`src/rtl/uart_tx_serializer.sv`:
```
// UART transmit serialiser: pops bytes from a first-word-fall-through TX FIFO and shifts out start/data/parity/stop.
// Latency: line goes low the clk after the pop; each bit lasts OVERSAMPLE baud ticks; back-to-back frames have no gap.
module uart_tx_serializer #(
    parameter int OVERSAMPLE = 16
) (
    input  logic       clk,
    input  logic       rst,
    input  logic       baud_pulse_i,
    input  logic       tx_fifo_empty_i,
    input  logic [7:0] tx_fifo_dout_i,
    output logic       tx_pop_o,
    input  logic [1:0] wls_i,
    input  logic       stb_i,
    input  logic       pen_i,
    input  logic       eps_i,
    input  logic       stick_parity_i,
    input  logic       set_break_i,
    output logic       tx_o,
    output logic       busy_o,
    output logic       thre_o,
    output logic       temt_o
);
    localparam int TW = $clog2(2 * OVERSAMPLE);
    localparam logic [TW-1:0] LAST_1X  = TW'(OVERSAMPLE - 1);
    localparam logic [TW-1:0] LAST_15X = TW'(OVERSAMPLE + OVERSAMPLE / 2 - 1);
    localparam logic [TW-1:0] LAST_2X  = TW'(2 * OVERSAMPLE - 1);

    typedef enum logic [2:0] {
        S_IDLE,
        S_START,
        S_DATA,
        S_PARITY,
        S_STOP
    } state_t;

    state_t        state_q, state_d;
    logic [TW-1:0] tick_q, tick_d;
    logic [2:0]    bit_cnt_q, bit_cnt_d;
    logic [7:0]    shift_q, shift_d;
    logic [1:0]    wls_q, wls_d;
    logic          stb_q, stb_d;
    logic          pen_q, pen_d;
    logic          par_q, par_d;
    logic          tx_q, tx_d;

    logic [TW-1:0] last_tick;
    logic          bit_end;
    logic          load;
    logic [7:0]    data_masked;
    logic          par_new;

    always_comb begin
        last_tick = LAST_1X;
        if (state_q == S_STOP && stb_q) begin
            last_tick = (wls_q == 2'b00) ? LAST_15X : LAST_2X;
        end
        bit_end = baud_pulse_i && (state_q != S_IDLE) && (tick_q == last_tick);
        load    = !tx_fifo_empty_i && ((state_q == S_IDLE) || (state_q == S_STOP && bit_end));

        // Parity is fixed at capture time over only the bits that will actually be sent.
        data_masked = tx_fifo_dout_i & (8'hFF >> (2'd3 - wls_i));
        if (stick_parity_i) begin
            par_new = ~eps_i;
        end else if (eps_i) begin
            par_new = ^data_masked;
        end else begin
            par_new = ~(^data_masked);
        end

        state_d   = state_q;
        tick_d    = tick_q;
        bit_cnt_d = bit_cnt_q;
        shift_d   = shift_q;
        wls_d     = wls_q;
        stb_d     = stb_q;
        pen_d     = pen_q;
        par_d     = par_q;
        tx_d      = tx_q;

        if (state_q != S_IDLE && baud_pulse_i) begin
            tick_d = bit_end ? '0 : tick_q + 1'b1;
        end

        case (state_q)
            S_IDLE: begin
                tick_d = '0;
            end
            S_START: begin
                if (bit_end) begin
                    state_d   = S_DATA;
                    tx_d      = shift_q[0];
                    shift_d   = {1'b0, shift_q[7:1]};
                    bit_cnt_d = 3'd4 + {1'b0, wls_q};
                end
            end
            S_DATA: begin
                if (bit_end) begin
                    if (bit_cnt_q == 3'd0) begin
                        state_d = pen_q ? S_PARITY : S_STOP;
                        tx_d    = pen_q ? par_q : 1'b1;
                    end else begin
                        tx_d      = shift_q[0];
                        shift_d   = {1'b0, shift_q[7:1]};
                        bit_cnt_d = bit_cnt_q - 3'd1;
                    end
                end
            end
            S_PARITY: begin
                if (bit_end) begin
                    state_d = S_STOP;
                    tx_d    = 1'b1;
                end
            end
            S_STOP: begin
                if (bit_end) begin
                    state_d = S_IDLE;
                    tx_d    = 1'b1;
                end
            end
            default: begin
                state_d = S_IDLE;
                tx_d    = 1'b1;
            end
        endcase

        // A pop in IDLE or at the last stop tick starts the next frame immediately.
        if (load) begin
            state_d = S_START;
            tick_d  = '0;
            tx_d    = 1'b0;
            shift_d = tx_fifo_dout_i;
            wls_d   = wls_i;
            stb_d   = stb_i;
            pen_d   = pen_i;
            par_d   = par_new;
        end
    end

    always_ff @(posedge clk or negedge rst) begin
        if (!rst) begin
            state_q   <= S_IDLE;
            tick_q    <= '0;
            bit_cnt_q <= '0;
            shift_q   <= '0;
            wls_q     <= '0;
            stb_q     <= 1'b0;
            pen_q     <= 1'b0;
            par_q     <= 1'b0;
            tx_q      <= 1'b1;
        end else begin
            state_q   <= state_d;
            tick_q    <= tick_d;
            bit_cnt_q <= bit_cnt_d;
            shift_q   <= shift_d;
            wls_q     <= wls_d;
            stb_q     <= stb_d;
            pen_q     <= pen_d;
            par_q     <= par_d;
            tx_q      <= tx_d;
        end
    end

    assign tx_pop_o = load & rst;
    assign tx_o     = set_break_i ? 1'b0 : tx_q;
    assign busy_o   = (state_q != S_IDLE);
    assign thre_o   = tx_fifo_empty_i;
    assign temt_o   = tx_fifo_empty_i & ~busy_o;

endmodule

```
`config.mk`:
```
export PLATFORM = sky130hd
export DESIGN_NAME = uart_tx_serializer
export DESIGN_NICKNAME = d
export VERILOG_FILES = /design/src/rtl/uart_tx_serializer.sv
export SDC_FILE = /design/constraint.sdc
export NUM_CORES = 1
export LEC_CHECK = 0
export CORE_MARGIN = 2
export CORE_UTILIZATION = 45
export CTS_BUF_LIST = sky130_fd_sc_hd__clkbuf_16
export CTS_CLUSTER_DIAMETER = 80
export DETAILED_ROUTE_END_ITERATION = 6
export GPL_TIMING_DRIVEN = 0
export PLACE_DENSITY = 0.69
export SKIP_LAST_GASP = 1
export SYNTH_ARGS = -nofsm -noshare
export SYNTH_HDL_FRONTEND = slang
export SYNTH_SLANG_ARGS = --single-unit
```
`constraint.sdc`:
```
create_clock -name clk -period 6 [get_ports clk]
set_input_delay 0.6 -clock clk [delete_from_list [all_inputs] [get_ports clk]]
set_output_delay 0.6 -clock clk [all_outputs]
set_load 0.01 [all_outputs]
```
## Word level (Yosys, flattened, before mapping)

Index checks and enable logic that the tools add are counted.

- Bits in registers: 25
- Output and inout port bits: 5

- Equal/unequal tests: 16
- Muxes and demuxes: 33
- Add/sub/neg operators: 4
- Reduce and logical (&&, ||, !) cells: 20
- Bitwise logic cells: 6
- Shifts and indexed selects: 1

Operator list:

| kind | count |
|---|---|
| 2-to-1 mux 8 bit | 4 |
| 2-to-1 mux 3 bit | 10 |
| 2-to-1 mux 5 bit | 5 |
| inequality test 3 bit (second input constant) | 6 |
| case mux 8 bit (2 select lines) | 1 |
| case mux 3 bit (5 select lines) | 1 |
| AND reduction 4 bit | 3 |
| 2-to-1 mux 1 bit | 9 |
| nonzero test 3 bit | 3 |
| AND 8 bit | 1 |
| inequality test 2 bit (second input constant) | 4 |
| XOR reduction 8 bit | 1 |
| >> shifter 8 x 2 -> 8 bit (first input constant) | 1 |
| equality test 3 x 2 -> 1 bit (second input constant) | 2 |
| logical NOT 3 bit | 2 |
| case mux 3 bit (2 select lines) | 1 |
| AND reduction 6 bit | 1 |
| adder 5 x 1 -> 5 bit (second input constant) | 1 |
| equality test 5 bit | 1 |
| logical AND 1 bit | 5 |
| 2-to-1 mux 4 bit | 1 |
| case mux 1 bit (4 select lines) | 1 |
| adder 3 x 2 -> 3 bit (first input constant) | 1 |
| equality test 3 x 1 -> 1 bit (second input constant) | 1 |
| 11 further kinds | 14 |

## Logic depth before layout (Yosys ltp)

Gate-level depths: netlist of run 1.

- Depth after elaboration: 10
- Mapped depth: 9

## Worst setup path after synthesis of run 1

No wires, ideal clock.

- Path kind: register to output
- Start: reg state_q[1]
- End: out tx_pop_o
- Arrival: 1.943 ns
- Path buffers: 2
- Required time: 5.400 ns
- Path slack: 3.457 ns
- Cell stages (with the launch flop): 8
- Cells stage by stage: dfrtp_1 -> buf_2 -> nand4bb_1 -> or4_1 -> a221oi_2 -> o21a_2 -> buf_4 -> and2_1

- Word-level cells in the longest chain between the ends: 9
- Elaborated cells between the ends (all ways): 12

Ends and longest elaborated chain:

| element | line | RTL |
|---|---|---|
| start, declared | 36 | `state_t state_q, state_d;` |
| start signal, assigned | 151 | `state_q <= state_d;` |
| equality test 3 bit | 54, 58 |  |
| logical AND 1 bit | 54 | `if (state_q == S_STOP && stb_q) begin` |
| 2-to-1 mux 5 bit | 54 |  |
| equality test 5 bit | 57 | `bit_end = baud_pulse_i && (state_q != S_IDLE) && (tick_q == last_tick);` |
| logical AND 1 bit | 57 |  |
| logical AND 1 bit | 58 | `load = !tx_fifo_empty_i && ((state_q == S_IDLE) \|\| (state_q == S_STOP && bit_end));` |
| logical OR 1 bit * | 58 |  |
| logical AND 1 bit * | 58 |  |
| AND 1 bit * | 163 | `assign tx_pop_o = load & rst;` |
| end, declared | 11 | `output logic tx_pop_o,` |

Mark *: on every way between the ends. The rest lies on a longest branch, timed or not.

## Worst setup path in the final report of run 1

Same ends and word-level chain as after synthesis.

==> results of run 1 <==
[layer usage]
metal	vias to the layer above	track usage, %	part of all wire, %
li1	568	-	-
met3	6	3.412	4.1
met5	-	0	0
met4	0	6.522	1.4
met2	29	28.57	48
met1	558	23.16	46
[area by class of cell]
class	count	area [um^2]
flip-flops and latches	25	626.9
inverters	7	26.28
clock buffers	3	75.07
well taps	44	55.05
repair buffers	22	220.2
multi-input cells	108	745.7
plain buffers	9	51.30
clock inverters	1	3.754
fillers	268	1249
[registers in the layout (all words and copies together) (netlist names)]
signal     cells
shift_q        8
tick_q         5
bit_cnt_q      3
state_q        3
wls_q          2
par_q          1
pen_q          1
stb_q          1
tx_q           1
[worst reg2reg max path, delay by kind of cell, from the launching register on]
| kind | cells | cell delay [ps] |
|---|---|---|
| muxes | 1 | 340 |
| DFF | 1 | 350 |
| and+or+nand+nor | 2 | 690 |
| buffers and inverters | 2 | 370 |
| AOI/OAI and AO/OA | 2 | 650 |
[path summary, 6_finish.rpt]
path                       startpoint          to  slack (ps)
max                        state_q[1]    tx_pop_o        2410
min                              tx_q        tx_q         500
max reg2reg                state_q[1]       stb_q        3490
min reg2reg                      tx_q        tx_q         500
max in group asynchronous         rst  shift_q[3]        4380
min in group asynchronous         rst  state_q[0]         940
[cells by family after synthesis]
logic type,Yosys count
AND/OR/NAND/NOR,47
adder cells (fa/ha/maj),3
buffers and inverters,16
AO/OA/AOI/OAI,34
multiplexers,13
XOR/XNOR,11
flip-flops,25
[through the flow]
step / area [um^2] / std cells / util [%] / power (mW)
CTS: 1804 / 219 / 59.10 / 0.6410
finish: 1804 / 219 / 59.10 / 0.6358
floorplan: 1450 / 149 / - / 0.4159
global placement: 1725 / 215 / 56.52 / 0.4815
global route: 1804 / 219 / 59.10 / 0.6803
detailed placement: 1725 / 215 / 56.52 / 0.4910
[cell usage in the layout (no fill, tap or decap), drive strengths merged]
master	instances
o32a	1
a211o	1
a221oi	1
nand4	3
o31ai	3
or4	1
o2bb2ai	1
dfrtp	24
a21oi	6
a21boi	2
nor3	2
ha	3
a22oi	1
nor2	12
nor2b	1
nand3b	1
o21ai	14
nor4b	1
nand3	4
mux2	5
xor2	4
xnor2	6
inv	8
a21o	1
nand2b	3
mux2i	8
xnor3	1
dfstp	1
o21a	1
o21bai	1
clkdlybuf4s50	22
o2111ai	1
clkbuf	4
and3b	1
nand2	14
buf	8
nand4bb	1
and2	2
or2	1
[power by group through the flow]
stage | clock [mW] | sequential, mW | combinational (mW)
finish | 0.146 | 0.267 | 0.223
floorplan | 0 | 0.257 | 0.159
global route | 0.155 | 0.274 | 0.251
global placement | 0 | 0.267 | 0.215
CTS | 0.148 | 0.267 | 0.225
detailed placement | 0 | 0.269 | 0.222
==> reports/qor.txt, run 1 <==
outcome: complete, no violations
WHS Path Cells: 2
Tcrit/Tclk final: 59.91%
num rows: 20
P_leak: 0.8019 nW
post-synthesis mux area share: 9.405%
worst skew pair latency: 260 ps
top-count cell post-synth: dfrtp_1
Post-Synth Simple-Gate Area: 16.13%
warnings from Yosys: 0
setup bufs post-CTS: 0
Compound-Gate Fraction of Synth Area: 15.70%
antenna violations before repair: 0
Layout area overhead: 24.42%
Die Span X: 60.77 um
first-pass GRT wire length: 4836 um
Mapped Area: 1450 um^2
Top-Level Pins: 24
Setup Slack @ Placement: 2719 ps
RSZ-0062 raised after global routing: false
Mapped Nets: 171
Worst Path Required: 5400 ps
worst slew pin tran: 1123 ps
largest family of logic cells by synthesized area: simple AND/OR/NAND/NOR gates
CP max stage cell: clkdlybuf4s50_1
Die ar.: 3692 um^2
final setup TNS: 0 ps
sequential share of power: 42.0%
Nets: 198
register area share after synthesis: 43.23%
cell family with the largest share of critical-path delay: buffers and inverters
via density per instance: 5.301
Root Buffer: clkbuf_16
IO Port Bufs: 22
H-tree depth: 1
critical path launch point type: register
Worst Setup End Kind: output pin
via count: 1161
clock buffer depth: 2
clock-pin slew on the worst setup and hold paths: 60 ps
# hold bufs at CTS: 0
Synth Register Bits: 25
Synth Instances: 149
EDFF count, synth: 0
final clock skew: 2.093 ps
net load switching power: 205.4 uW
Max Fanout on Critical Path: 10
synthesized-area fraction occupied by adder cells: 2.588%
WL/cell: 13.48 um
vias in the first global route: 1084
Hold Vio Cnt, Final: 0
Net Sw Frac: 32.31%
Final WS setup: 2406 ps
Synth top area share: 41.42%
DRT Pass-1 Iters: 4
async set-reset flop share out of synthesis: 100.0%
Yosys cell types: 40
Starting Density: 47.50%
critical path class: reg -> out
Placeable Area: 3053 um^2
layout cell share with drive strength beyond 1: 12.57%
Hold Crit Class: reg -> reg
fin crit period: 3594 ps
placer congestion estimate: 0.7484
max_cap viols: 0
All-Layer GR Usage: 17.53%
largest net degree at the start of global routing: 27
drt drc: 0
Post-DP HPWL: 2090 um
Max IR drop VDD: 0.0001512 V
Internal Dissipation: 430.4 uW
CTS resizes: 0
top cells by instance count after synthesis: 24 x dfrtp_1, 14 x nand2_1, 14 x o21ai_0
Critical Path Max Stage Delay: 540 ps
R2R depth: 7
Gate power share: 35.0%
post-synthesis xor/xnor area fraction: 7.593%
Setup Viol. Count Final: 0
die height: 60.77 um
Clock power frac: 23.0%
Crit path arrival time: 2990 ps
CTS tree: built
CP Depth: 8
pwr/cell area: 352.4 nW/um^2
syn avg cell area: 9.732 um^2
max_slew headroom: 24.92%
fin. max-slew vios: 0
f_max: 278.2 MHz
Total Wirelength: 2953 um
leading post-synthesis cells by cell area: dfrtp_1 41%, mux2i_1 5.5%, o21ai_0 4.8%
Antenna Cells: 0
GRT Residual Overflow: 0
worst path bufs/invs: 3
Post-DRT Antenna Nets: 0
most common flop cell mapped by yosys: dfrtp_1
worst hold slack: 495.1 ps
crit-path cells: buf_2, nand4bb_1, or4_1, a221oi_2, o21a_2, buf_4, and2_1, clkdlybuf4s50_1
post-synth top area cell: dfrtp_1
TritonCTS Buffers: 3
initial DRC count: 51
CTS sink count: 25
No activity file was read; power rests on OpenSTA's default activity.
==> inputs of run 2 (changes only) <==
--- a/config.mk
+++ b/config.mk
@@ -11,7 +11,7 @@
 export CTS_CLUSTER_DIAMETER = 80
 export DETAILED_ROUTE_END_ITERATION = 6
 export GPL_TIMING_DRIVEN = 0
-export PLACE_DENSITY = 0.69
+export PLACE_DENSITY = 0.72
 export SKIP_LAST_GASP = 1
 export SYNTH_ARGS = -nofsm -noshare
 export SYNTH_HDL_FRONTEND = slang
==> constraint.sdc (replaced) <==
create_clock -name clk -period 3.1 [get_ports clk]
set_input_delay 0.31 -clock clk [delete_from_list [all_inputs] [get_ports clk]]
set_output_delay 0.31 -clock clk [all_outputs]
set_load 0.01 [all_outputs]
==> run 2 against run 1 <==
Critical path depth did not move. Sequential share of layout area fell by 0.26 points. Hold slack got worse by 26 ps. Critical endpoint unchanged. Highest routed layer unchanged. Largest cell class unchanged.
==> reports/qor.txt, run 2 (same netlist as run 1, synthesis figures left out) <==
Top reg by flops: shift_q
die height: 60.77 um
antenna violations before repair: 0
Setup Viol. Count Final: 0
placer congestion estimate: 0.8899
clock buffer depth: 2
max_cap viols: 0
WHS Path Cells: 3
Final WS setup: 261.3 ps
GRT Residual Overflow: 0
Top-Level Pins: 24
DRT Pass-1 Iters: 4
final clock skew: 2.345 ps
placed cell areas: 1725 um^2
reg-to-reg slack, setup: 740 ps
first-pass GRT wire length: 4995 um
filler cell count: 282
Hold Vio Cnt, Final: 0
Layout area overhead: 25.37%
Die ar.: 3692 um^2
Crit path arrival time: 2530 ps
vias in the first global route: 1187
H-tree depth: 1
RSZ-0062 raised after global routing: false
critical path class: reg -> out
Max IR drop VDD: 0.0002762 V
All-Layer GR Usage: 18.01%
fin crit period: 2839 ps
Total Wirelength: 2975 um
final instance area: 1818 um^2
drt drc: 0
TritonCTS Buffers: 3
IO Port Bufs: 22
CTS tree: built
pwr/cell area: 678.7 nW/um^2
Worst Setup End Kind: output pin
critical path launch point type: register
Internal Dissipation: 837.3 uW
Nets: 200
f_max: 352.3 MHz
Root Buffer: clkbuf_16
via density per instance: 5.330
CTS sink count: 25
largest registers: shift_q: 8 flops, tick_q: 5 flops
Largest register FFs: 8
via count: 1178
fin. max-slew vios: 0
Net Sw Frac: 32.14%
Antenna Cells: 0
commonest cells after routing, fill and taps aside: 24 x dfrtp_1, 21 x clkdlybuf4s50_1, 14 x nand2_1, 14 x o21ai_0, 12 x nor2_1
Max Fanout on Critical Path: 10
# hold bufs at CTS: 0
worst skew pair latency: 260 ps
clock-pin slew on the worst setup and hold paths: 60 ps
overall power: 1.234 mW
worst slew pin tran: 1167 ps
Starting Density: 47.50%
Tcrit/Tclk final: 91.57%
Placeable Area: 3053 um^2
Worst Path Required: 2790 ps
Clock power frac: 22.7%
P_leak: 0.8163 nW
Die Span X: 60.77 um
commonest non-fill, non-tap cell in the layout: dfrtp_1
R2R depth: 8
max_slew headroom: 21.96%
num rows: 20
layout cell share with drive strength beyond 1: 13.56%
Post-DRT Antenna Nets: 0
sequential share of power: 41.6%
Setup Slack @ Placement: 108.0 ps
WL/cell: 13.46 um
Hold Crit Class: in -> reg
net load switching power: 396.6 uW
Gate power share: 35.6%
initial DRC count: 30
outcome: complete, no violations
final core occ: 59.55%
Post-DP HPWL: 2216 um
largest net degree at the start of global routing: 27
final setup TNS: 0 ps
[run 2: cell count changes in the layout (fill, tap and decap cells not counted)]
cell             previous run  this run
buf_4                       3         5
clkdlybuf4s50_1            22        21
dlygate4sd2_1               0         1
[run 2: power by group through the flow]
stage	Combinational, mW	Clock, mW	Sequential (mW)
2_1_floorplan	0.308	0	0.497
3_3_place_gp	0.418	0	0.514
3_5_place_dp	0.435	0	0.522
4_1_cts	0.443	0.287	0.515
5_1_grt	0.485	0.309	0.532
6_report	0.440	0.281	0.513
[run 2: worst max-delay path, stage by stage (launching register included)]
cell	delay [ps]
dfrtp_1	350
buf_2	160
nand4bb_1	220
or4_1	430
a221oi_2	310
o21a_2	200
buf_4	180
and2_1	140
dlygate4sd2_1	270
[run 2: routing by layer]
metal	vias up	GRT usage [%]	routed length, um
met5	-	0	0
met4	0	7.453	36
met3	7	3.838	117
met2	31	31.03	1482
met1	566	21.79	1338
li1	574	-	-
[run 2: final cells by class]
class,count,area [um^2],area share (%)
Buffer,9,51.30,2.822
Sequential cell,25,626.9,34.48
Timing Repair Buffer,24,234.0,12.87
Clock inverter,1,3.754,0.2065
Clock buffer,3,75.07,4.129
Multi-Input combinational cell,108,745.7,41.02
Inverter,7,26.28,1.445
Tap cell,44,55.05,3.028
[run 2: worst paths after layout]
path / from / endpoint
worst max-delay path: state_q[1] / tx_pop_o
worst min-delay path: baud_pulse_i / tick_q[0]
worst max register to register: state_q[1] / state_q[0]
worst min register to register: bit_cnt_q[1] / bit_cnt_q[1]
max in group asynchronous: rst / par_q
min in group asynchronous: rst / state_q[2]
[run 2: metrics by stage]
stage          std cells  hold WS, ps
6_report             221        469.0
5_1_grt              221        487.2
2_1_floorplan        149        14.41
3_5_place_dp         215        482.7
3_3_place_gp         215        467.1
4_1_cts              221        469.5
[run 2: what timing repair did]
| item | in CTS | in global routing |
|---|---|---|
| gates resized for setup | 1 | 0 |
| endpoints found under the setup margin | 1 | 0 |
| setup buffers | 2 | 0 |
==> variant: new RTL, settings of run 1 <==
`shift_q` no longer has a reset.
--- a/src/rtl/uart_tx_serializer.sv
+++ b/src/rtl/uart_tx_serializer.sv
@@ -143,3 +143,2 @@
             bit_cnt_q <= '0;
-            shift_q   <= '0;
             wls_q     <= '0;
@@ -153,3 +152,2 @@
             bit_cnt_q <= bit_cnt_d;
-            shift_q   <= shift_d;
             wls_q     <= wls_d;
@@ -160,2 +158,6 @@
         end
+    end
+
+    always_ff @(posedge clk) begin
+        shift_q <= shift_d;
     end
Function: no difference found for any inputs over 10 cycles, from zero or initial values and one cycle with rst low; that may be too few to reach the edited logic, so the function may still have changed.
==> variant against run 1 <==
- area after synthesis is 6.2% higher
- critical path depth is the same
- sequential cell count stayed put
- wire length up 3.6%
- setup slack gained 0.15 ns
- synthesized cell count shrank 2.0%
- first-iteration DRC count shrank 3.9%
- cell area is 5.2% higher
- clock power increased by 3%
- power increased by 4.1%
- combinational power increased by 11%
==> variant: results (changes against run 1) <==
stage,metric,value,unit,change
placed_design,gpl congestion,0.7654,,was 0.7484
global_route,first-pass GRT wire length,5.099,mm,was 4.836 mm
pwr,Pint,444.1,uW,was 430.4 uW
placed_design,dpl ws,2.663,ns,was 2.719 ns
layout,proportion of layout cells with a drive suffix above 1,15.12,%,was 12.57%
pwr,Max IR drop VDD,0.1572,mV,was 0.1512 mV
synth,Synth Area in Compound Gates,15.84,%,was 15.70%
clocking,Inserted Clock Buffers,3,,unchanged
synth,syn_area_per_cell,10.55,um2,was 9.732 um2
synth,"Distinct cells, synth",47,,was 40
synth,synth cell count leaders,"dfrtp_1 (16), mux2_2 (12), nor2_1 (12)",,"was dfrtp_1 (24), nand2_1 (14), o21ai_0 (14)"
drt,Routed WL,3.060,mm,was 2.953 mm
synth,mux share of post-synthesis cell area,9.504,%,was 9.405%
critical_path,crit path max fanout,10,,unchanged
pwr,Leakage,0.0007278,uW,was 0.0008019 uW
critical_path,"Slowest-stage cell, CP",nor3_1,,was clkdlybuf4s50_1
global_route,vias in the first global route,1185,,was 1084
placed_design,post-DP HPWL,2.295,mm,was 2.090 mm
sta,fin crit period,3.441,ns,was 3.594 ns
clocking,post-CTS setup repair buffer count,0,,unchanged
sta,Max-slew headroom,43.54,%,was 24.92%
synth,top post-synthesis cells by area,"dfrtp_1 (26%), edfxtp_1 (16%), mux2_2 (8.8%)",,"was dfrtp_1 (41%), mux2i_1 (5.5%), o21ai_0 (4.8%)"
synth,fraction of registers with async set or reset after synthesis,68.00,%,was 100.0%
layout,nets,195,,was 198
critical_path,Worst EP arrival,2.84,ns,was 2.99 ns
drt,wire per inst,14.04,um,was 13.48 um
synth,Post-synth EDFFs,8,,was 0
critical_path,Worst path max stage delay,0.70,ns,was 0.54 ns
synth,post-synthesis sequential area ratio,43.30,%,was 43.23%
layout,fillers,316,,was 268
synth,total nets after synthesis,168,,was 171
synth,xor and xnor area share after synthesis,4.874,%,was 7.593%
drt,residual DRC count,0,,unchanged
status,status,"finished, final reports clean",,unchanged
synth,adder-cell share of the synthesized area,2.437,%,was 2.588%
global_route,largest net degree at the start of global routing,19,,was 27
global_route,Tot GR Track Use,16.27,%,was 17.53%
drt,Starting DRT DRC Count,49,,was 51
drt,vias per std cell,5.541,,was 5.301
placed_design,Cell Count Post-Placement,214,,was 215
sta,Clock Skew,0.007938,ns,was 0.002093 ns
clocking,CTS max path bufs,2,,unchanged
critical_path,flop2flop setup slack,3.50,ns,was 3.49 ns
## variant: final timing paths
kind                            start          to  depth (start not counted)
max in group asynchronous         rst    wls_q[1]                          1
min                              tx_q        tx_q                          2
max reg2reg                state_q[1]  shift_q[5]                          7
max                        state_q[1]    tx_pop_o                          8
min reg2reg                      tx_q        tx_q                          2
min in group asynchronous         rst  state_q[0]                          1
## variant: per-stage QoR
stage               instance area [um2]  hold slack [ns]
floorplan                          1540           0.3044
global placement                   1818           0.4721
detailed placement                 1818           0.4759
CTS                                1898           0.4859
global route                       1898           0.5145
finish                             1898           0.4827
## variant: logic make-up (layout without fill, tap and decap cells)
family	Yosys count	in the layout
flip-flops	25	25
XOR/XNOR	7	7
buffers and inverters	13	39
multiplexers	13	13
AO/OA/AOI/OAI	31	31
AND/OR/NAND/NOR	54	54
adder cells (fa/ha/maj)	3	3
## variant: area by class of cell
class	instances	area share [%]
Timing Repair Buffer	22	11.60
Sequential cell	25	35.14
Clock inverter	1	0.2637
Multi-Input combinational cell	108	42.32
Inverter	5	0.9888
Buffer	8	2.703
Clock buffer	3	3.955
Tap cell	46	3.032
## variant: critical path: cells and delay by family, from the launching register on
| family | cells | cell delay (ns) |
|---|---|---|
| AO/OA/AOI/OAI | 2 | 0.34 |
| buffers and inverters | 3 | 0.82 |
| flip-flops | 1 | 0.36 |
| AND/OR/NAND/NOR | 3 | 1.05 |
## variant: layer usage
metal	track usage (%)	up-vias	part of all wire (%)
li1	-	592	-
met1	20.21	581	45
met4	5.556	0	0.85
met2	28.23	31	50
met3	3.243	4	4.8
met5	0	-	0
## variant: power groups by stage
stage	clock, uW	sequential, uW	combinational (uW)
2_1_floorplan	0	254	181
3_3_place_gp	0	263	243
3_5_place_dp	0	266	249
4_1_cts	154	263	250
5_1_grt	164	267	274
6_report	151	262	248
